--- src/rtl/bus_arbiter_4_if.sv ---
// bus_arbiter_4_if: request/grant and mux-control bundle between the bus masters and bus_arbiter_4
//   enable        arbiter enable; no new grants while 0
//   req[3:0]      request vector, held high while master i wants the bus
//   gnt[3:0]      registered one-hot grant
//   mux_sel[1:0]  owner index for the shared 4:1 mux Sel input
//   mux_enable    high only while a grant is active; drives the mux Enable input
//   busy          arbiter is not idle
//   timeout_pulse one-cycle pulse on a forced release (0 when the timeout feature is absent)
interface bus_arbiter_4_if;
   logic       enable;
   logic [3:0] req;
   logic [3:0] gnt;
   logic [1:0] mux_sel;
   logic       mux_enable;
   logic       busy;
   logic       timeout_pulse;
   modport master (
      output enable, req,
      input  gnt, mux_sel, mux_enable, busy, timeout_pulse
   );
   modport slave (
      input  enable, req,
      output gnt, mux_sel, mux_enable, busy, timeout_pulse
   );
endinterface

--- src/rtl/bus_arbiter_4.sv ---
// bus_arbiter_4: round-robin arbiter sharing one 4:1 bus mux among 4 masters
//   clk       system clock, all state updates on the rising edge
//   rst       synchronous active-high reset
//   bus       bus_arbiter_4_if.slave: enable, req in; gnt, mux_sel, mux_enable, busy, timeout_pulse out
//   max_hold  consecutive grant cycles before a forced release (2..65535), used only with ARB_TIMEOUT_EN
// Optional feature: define ARB_TIMEOUT_EN to force an owner off the bus after max_hold cycles
// when another master is waiting; without it the owner keeps the bus indefinitely.
module bus_arbiter_4 #(
   parameter int unsigned max_hold = 16
) (
   input logic            clk,
   input logic            rst,
   bus_arbiter_4_if.slave bus
);
   typedef enum logic [1:0] {st_idle, st_grant, st_gap} state_t;
   state_t     state, state_n;
   logic [3:0] gnt_n;
   logic [1:0] sel_n;
   logic [1:0] rr_ptr, ptr_n;
   logic [3:0] rot;
   logic [1:0] off;
   logic [1:0] win;
   logic       win_ok;
   logic       arb;
   logic       rel;
   logic       forced;
   if (max_hold < 2 || max_hold > 65535) begin : g_bad_max_hold
      $error("bus_arbiter_4: max_hold out of range");
   end
   // Rotate requests so bit 0 is the master at rr_ptr; the lowest set bit is then the winner.
   assign rot    = 4'({bus.req, bus.req} >> rr_ptr);
   assign off    = rot[0] ? 2'd0 : rot[1] ? 2'd1 : rot[2] ? 2'd2 : 2'd3;
   assign win    = rr_ptr + off;
   assign win_ok = |rot;
`ifdef ARB_TIMEOUT_EN
   logic [15:0] hold_cnt, cnt_n;
   logic        at_max;
   logic        tp_n;
   assign at_max = hold_cnt == 16'(max_hold - 1);
   // Forced release only when someone else is actually waiting for the bus.
   assign forced = (state == st_grant) && at_max && |(bus.req & ~bus.gnt);
`else
   assign forced = 1'b0;
   assign bus.timeout_pulse = 1'b0;
`endif
   assign arb = (state != st_grant) && bus.enable && win_ok;
   assign rel = (state == st_grant) && (!bus.req[bus.mux_sel] || forced);
   always_comb begin
      state_n = arb ? st_grant : rel ? st_gap : (state == st_grant) ? st_grant : st_idle;
      gnt_n   = arb ? 4'b0001 << win : (state == st_grant && !rel) ? bus.gnt : 4'b0000;
      sel_n   = arb ? win : bus.mux_sel;
      ptr_n   = rel ? bus.mux_sel + 2'd1 : rr_ptr;
`ifdef ARB_TIMEOUT_EN
      cnt_n   = arb ? 16'd0 : (state == st_grant && !at_max) ? hold_cnt + 16'd1 : hold_cnt;
      tp_n    = forced;
`endif
   end
   always_ff @(posedge clk) begin
      if (rst) begin
         state       <= st_idle;
         bus.gnt     <= 4'b0000;
         bus.mux_sel <= 2'd0;
         rr_ptr      <= 2'd0;
`ifdef ARB_TIMEOUT_EN
         hold_cnt          <= 16'd0;
         bus.timeout_pulse <= 1'b0;
`endif
      end else begin
         state       <= state_n;
         bus.gnt     <= gnt_n;
         bus.mux_sel <= sel_n;
         rr_ptr      <= ptr_n;
`ifdef ARB_TIMEOUT_EN
         hold_cnt          <= cnt_n;
         bus.timeout_pulse <= tp_n;
`endif
      end
   end
   assign bus.mux_enable = |bus.gnt;
   assign bus.busy       = state != st_idle;
endmodule
--- src/flat_wrapper.sv ---
// flat-port wrapper written by rule: the top's interface ports become plain ports
module bus_arbiter_4_flat 
#(
   parameter int unsigned max_hold = 16
)
  (clk, rst, bus_enable, bus_req, bus_gnt, bus_mux_sel, bus_mux_enable, bus_busy, bus_timeout_pulse);
  bus_arbiter_4_if bus_i ();
  input logic clk;
  input logic rst;
  input wire logic [$bits(bus_i.enable)-1:0] bus_enable;
  input wire logic [$bits(bus_i.req)-1:0] bus_req;
  output wire logic [$bits(bus_i.gnt)-1:0] bus_gnt;
  output wire logic [$bits(bus_i.mux_sel)-1:0] bus_mux_sel;
  output wire logic [$bits(bus_i.mux_enable)-1:0] bus_mux_enable;
  output wire logic [$bits(bus_i.busy)-1:0] bus_busy;
  output wire logic [$bits(bus_i.timeout_pulse)-1:0] bus_timeout_pulse;
  assign bus_i.enable = bus_enable;
  assign bus_i.req = bus_req;
  assign bus_gnt = bus_i.gnt;
  assign bus_mux_sel = bus_i.mux_sel;
  assign bus_mux_enable = bus_i.mux_enable;
  assign bus_busy = bus_i.busy;
  assign bus_timeout_pulse = bus_i.timeout_pulse;
  bus_arbiter_4 #(.max_hold(max_hold)) u_core (.clk(clk), .rst(rst), .bus(bus_i));
endmodule
--- config.mk ---
export PLATFORM = sky130hd
export DESIGN_NAME = bus_arbiter_4_flat
export DESIGN_NICKNAME = d
export VERILOG_FILES = /design/src/rtl/bus_arbiter_4_if.sv /design/src/rtl/bus_arbiter_4.sv /design/src/flat_wrapper.sv
export SDC_FILE = /design/constraint.sdc
export NUM_CORES = 1
export LEC_CHECK = 0
export ABC_CLOCK_PERIOD_IN_PS = 2700
export CORE_MARGIN = 2
export CORE_UTILIZATION = 23
export CTS_CLUSTER_DIAMETER = 80
export CTS_CLUSTER_SIZE = 40
export DETAILED_ROUTE_END_ITERATION = 8
export GPL_TIMING_DRIVEN = 0
export PLACE_DENSITY_LB_ADDON = 0.25
export SLEW_MARGIN = 30
export SYNTH_ARGS = -nofsm -noshare
export SYNTH_HDL_FRONTEND = slang
export SYNTH_SLANG_ARGS = --single-unit
--- constraint.sdc ---
create_clock -name clk -period 2.7 [get_ports clk]
set_input_delay 0.81 -clock clk [delete_from_list [all_inputs] [get_ports clk]]
set_output_delay 0.81 -clock clk [all_outputs]
set_load 0.05 [all_outputs]
## Yosys cells after proc, flatten, opt, wreduce, memory -nomap -nowiden

Index checks and enable logic that the tools add are counted.

- $add $sub $neg: 2
- Magnitude comparators: 1
- Eq/ne operators: 3
- Shifts and indexed selects: 2
- Multiplexer cells: 10
- Reductions and logical operators: 10

Operators by type and width:

| cell | count |
|---|---|
| $mux W4 | 2 |
| $reduce_or A4 Y1 | 2 |
| $shr A8 B2 Y4 | 1 |
| $mux W2 | 3 |
| $logic_and A1 B1 Y1 | 4 |
| $mux W1 | 4 |
| $ne A2 B1 Y1 const B | 2 |
| $shl A1 B2 Y4 const A | 1 |
| $lt A2 B3 Y1 const B | 1 |
| $add A2 B1 Y2 const B | 1 |
| $add A2 B2 Y2 | 1 |
| $bmux W1 S2 | 1 |
| $eq A2 B1 Y1 const B | 1 |
| $logic_not A1 Y1 | 2 |
| $reduce_bool A2 Y1 | 1 |
| $reduce_or A2 Y1 | 1 |

- Flip-flop bits (word level): 10
- Bits of input ports: 7
- Output and inout bits: 9

## Longest topological paths before layout

- Depth after elaboration: 8
- Mapped depth: 9
- Mapped depth without buffers: 8

## Worst setup path after synthesis

No wires, ideal clock.

- Kind: input to register
- Start: input port bus_req[2]
- End: register u_core.bus.gnt[1]
- Setup time: 0.117 ns
- Arrival time: 2.065 ns
- Setup slack: 0.518 ns
- Stages on the path: 8
- Cell sequence: nor2b_1 -> nand2b_1 -> a32oi_1 -> nand2_1 -> ha_1 -> nor2_1 -> a32oi_4 -> a32o_2

- Word-level cells in the longest chain between the ends: 7

RTL lines:

| item | RTL line | RTL |
|---|---|---|
| from (decl) | flat_wrapper.sv:11 | `input wire logic [$bits(bus_i.req)-1:0] bus_req;` |
| $shr A8 B2 Y4 or $bmux W1 S2 (tied branches) | bus_arbiter_4.sv:31, bus_arbiter_4.sv:47 |  |
| $mux W1, on equally long branches | bus_arbiter_4.sv:32, bus_arbiter_4.sv:47 |  |
| $mux W2 or $logic_not A1 Y1 (tied branches) | bus_arbiter_4.sv:32, bus_arbiter_4.sv:47 |  |
| $mux W2 or $logic_and A1 B1 Y1 (tied branches) | bus_arbiter_4.sv:32, bus_arbiter_4.sv:47 |  |
| $add A2 B2 Y2 or $logic_not A1 Y1 (tied branches) | bus_arbiter_4.sv:33, bus_arbiter_4.sv:50 |  |
| $shl A1 B2 Y4 or $logic_and A1 B1 Y1 (tied branches) | bus_arbiter_4.sv:50 | `gnt_n = arb ? 4'b0001 << win : (state == st_grant && !rel) ? bus.gnt : 4'b0000;` |
| $mux W4 or $ne A2 B1 Y1 (tied branches) | - |  |
| to (signal assigned) | bus_arbiter_4.sv:70 | `bus.gnt <= gnt_n;` |
| to (decl) | bus_arbiter_4_if.sv:23 | `output gnt, mux_sel, mux_enable, busy, timeout_pulse` |

Parallel ways exist; a longest one is shown, timed or not. The select of a mux whose other input is x is not followed.
A chain may end at the register's enable or synchronous reset.

## Worst setup path after layout

- Start: register u_core.bus.gnt[1]
- End: output port bus_mux_enable

- Word-level cells in the longest chain between the ends: 1

RTL lines:

| item | RTL line | RTL |
|---|---|---|
| $reduce_or A4 Y1 | bus_arbiter_4.sv:79 | `assign bus.mux_enable = \|bus.gnt;` |
| to (decl) | flat_wrapper.sv:14 | `output wire logic [$bits(bus_i.mux_enable)-1:0] bus_mux_enable;` |

No other way between the ends.

==> impl_results.md <==
- Status: complete, no violations
- Max Cap Violations: 0
- Layout cells sized above 1: 0.115
- Initial antenna violation count: 0
- Static Leak: around 0.30 nW
- First-pass GRT wire length: 2.39 mm
- DRT antenna net count: 0
- DP Worst Slack: -0.240 ns
- Syn Inst Count: 70
- DIE AREA: 3070 sq um
- Synthesized Nets: between 70 and 80
- FP Rows: 18
- CP endpoint kind: output port
- Hold Crit Class: register to register
- # clock sinks: 10
- Antenna cells: 0
- Worst EP arrival: ~1.8 ns
- Clk root buf: clkbuf_4
- Synth Flop Type: dfxtp_1
- Worst hold stages: 1
- Critical Path Fanout Max: 3
- Initial Utilization: 0.243
- Post-DR wirelength/cell: roughly 12 microns
- Setup repair bufs after CTS: 0
- WP data required: around 1.9 ns
- Resize count post-CTS: 0
- Max VDD drop: ~0.00025 V
- Wirelength, routed: around 1.4 mm
- Mapped Area: just over 600 sq um
- Die H: ~55 microns
- Commonest non-fill, non-tap cell in the layout: clkdlybuf4s50_1
- RePlAce Congestion: 0.720
- Count of final setup violators: 0
- H-tree depth: 1
- Slew Limit Fails: 0
- Maximum buffer depth of the clock tree: 2
- # DRC: 0
- Power Dens Cells: roughly 520 nW/um^2
- PnR worst setup slack: roughly 0.075 ns
- Pin count of the biggest net entering global routing: 11
- Vias in the first global route: approximately 540
- Fin nets: between 90 and 100
- DRT iter0 DRCs: 20
- Number of synthesized flops with an enable pin: 0
- Critical Setup Path Class: register to output port
- Synth-to-layout area growth: 33.4%
- I/O pins: 16
- Post-CTS Hold Fix Bufs: 0
- Final Hold Fails: 0
- Tightest Pin Transition: approximately 0.50 ns
- Final min period: about 2.6 ns
- Vias per inst: 5.00
- Worst setup SP type: register
- Post-Syn Area per Cell: between 8 and 9 sq um
- Die width: 55.4 microns
- RSZ-0062 raised after global routing: no
- Highest clock rate: 381 MHz
- Synth Register Bits: 10
- Post-synth cell types: 34
- Path depth of the worst reg2reg path: 8
- IO Port Bufs: 14
- Worst Skew: 0.00355 ns
- Final period util: 0.972
- CTS clk-pin slew, worst paths: about 0.06 ns
- FFs w/ async S/R, synth: 0
- Clock latency on the worst-skew pair: roughly 0.26 ns
- Pre-antenna DRT Iters: 4
- GR Overflow Total: 0
- CTS tree: built
- CTS Buf Count: 3
- Commonest cells after routing, fill and taps aside: clkdlybuf4s50_1, dfxtp_1, nor2_1
- Synth Warn #: 0
- Routed vias: about 590
- Relative slew margins: 0.668
- Hpwl dp: 1.05 mm
- GRT Util Overall: 0.0990
- Hold WS: 0.489 ns
- Seq/Total Area, Yosys: 0.330
- Core ar.: roughly 2500 sq um
## critical path, cell delays in order, from the launching register on
cell	delay (ns)
dfxtp_1	0.32
or4_1	0.52
clkdlybuf4s50_1	0.72
## power breakdown
part           leakage, nW  switching, mW  internal (mW)
clock network       0.0138         0.0463         0.0513
registers           0.0817        0.00897          0.158
logic                0.207         0.0948         0.0634
total                0.302          0.150          0.273
## metrics by stage
step | setup TNS (ns) | std cells | power [mW] | util | instance area [sq um]
floorplan | 0 | 70 | 0.280 | - | 607
global placement | -0.759 | 114 | 0.329 | 0.314 | 785
detailed placement | -0.907 | 114 | 0.330 | 0.314 | 785
CTS | 0 | 117 | 0.430 | 0.323 | 807
global route | 0 | 117 | 0.453 | 0.324 | 810
finish | 0 | 117 | 0.423 | 0.324 | 810
## sequential cells by signal, indices dropped and copies added, names as in the netlist
name and cells:
u_core.state 2, u_core.rr_ptr 2, u_core.bus.mux_sel 2, u_core.bus.gnt 4
## synth_stat cells, types with 2 or more instances
cell / count / area [sq um]
a211oi_1: 2 / 15.0
a21oi_1: 4 / 20.0
buf_2: 2 / 10.0
dfxtp_1: 10 / 200
nand2_1: 4 / 15.0
nand2b_1: 3 / 18.8
nor2_1: 7 / 26.3
nor2b_1: 2 / 12.5
nor3_1: 2 / 10.0
nor3b_1: 2 / 15.0
o21ai_0: 4 / 20.0
o2bb2ai_1: 2 / 17.5
or3_1: 4 / 25.0
or4_1: 2 / 15.0
## cells by family (layout without fill, tap and decap cells)
logic type / after synthesis / count (layout) / share of synthesized area
XOR/XNOR: 1 / 1 / 0.0144
adder cells (fa/ha/maj): 1 / 1 / 0.0206
AO/OA/AOI/OAI: 19 / 19 / 0.254
flip-flops: 10 / 10 / 0.330
multiplexers: 1 / 1 / 0.0371
AND/OR/NAND/NOR: 32 / 32 / 0.297
buffers and inverters: 5 / 22 / 0.0412
other: 1 / 1 / 0.00618
## layer usage
metal,vias to the layer above,track usage,wire (microns)
met1,267,0.138,680
li1,294,-,-
met2,19,0.134,606
met4,0,0.0627,33
met5,-,0,0
met3,5,0.0234,73
## area by class of cell
class	instances	area, sq um
fillers	265	1690
multi-input cells	55	382
flip-flops and latches	10	200
repair buffers	14	143
well taps	30	37.5
clock buffers	3	22.5
plain buffers	4	21.3
inverters	1	3.75
## path summary, 6_finish.rpt
check	start	endpoint	slack, ns
min reg2reg	u_core.bus.gnt[3]	u_core.bus.gnt[3]	0.49
min	u_core.bus.gnt[3]	u_core.bus.gnt[3]	0.49
max reg2reg	u_core.rr_ptr[0]	u_core.bus.gnt[1]	0.70
max	u_core.bus.gnt[1]	bus_mux_enable	0.08
No activity file was read; power rests on OpenSTA's default activity.
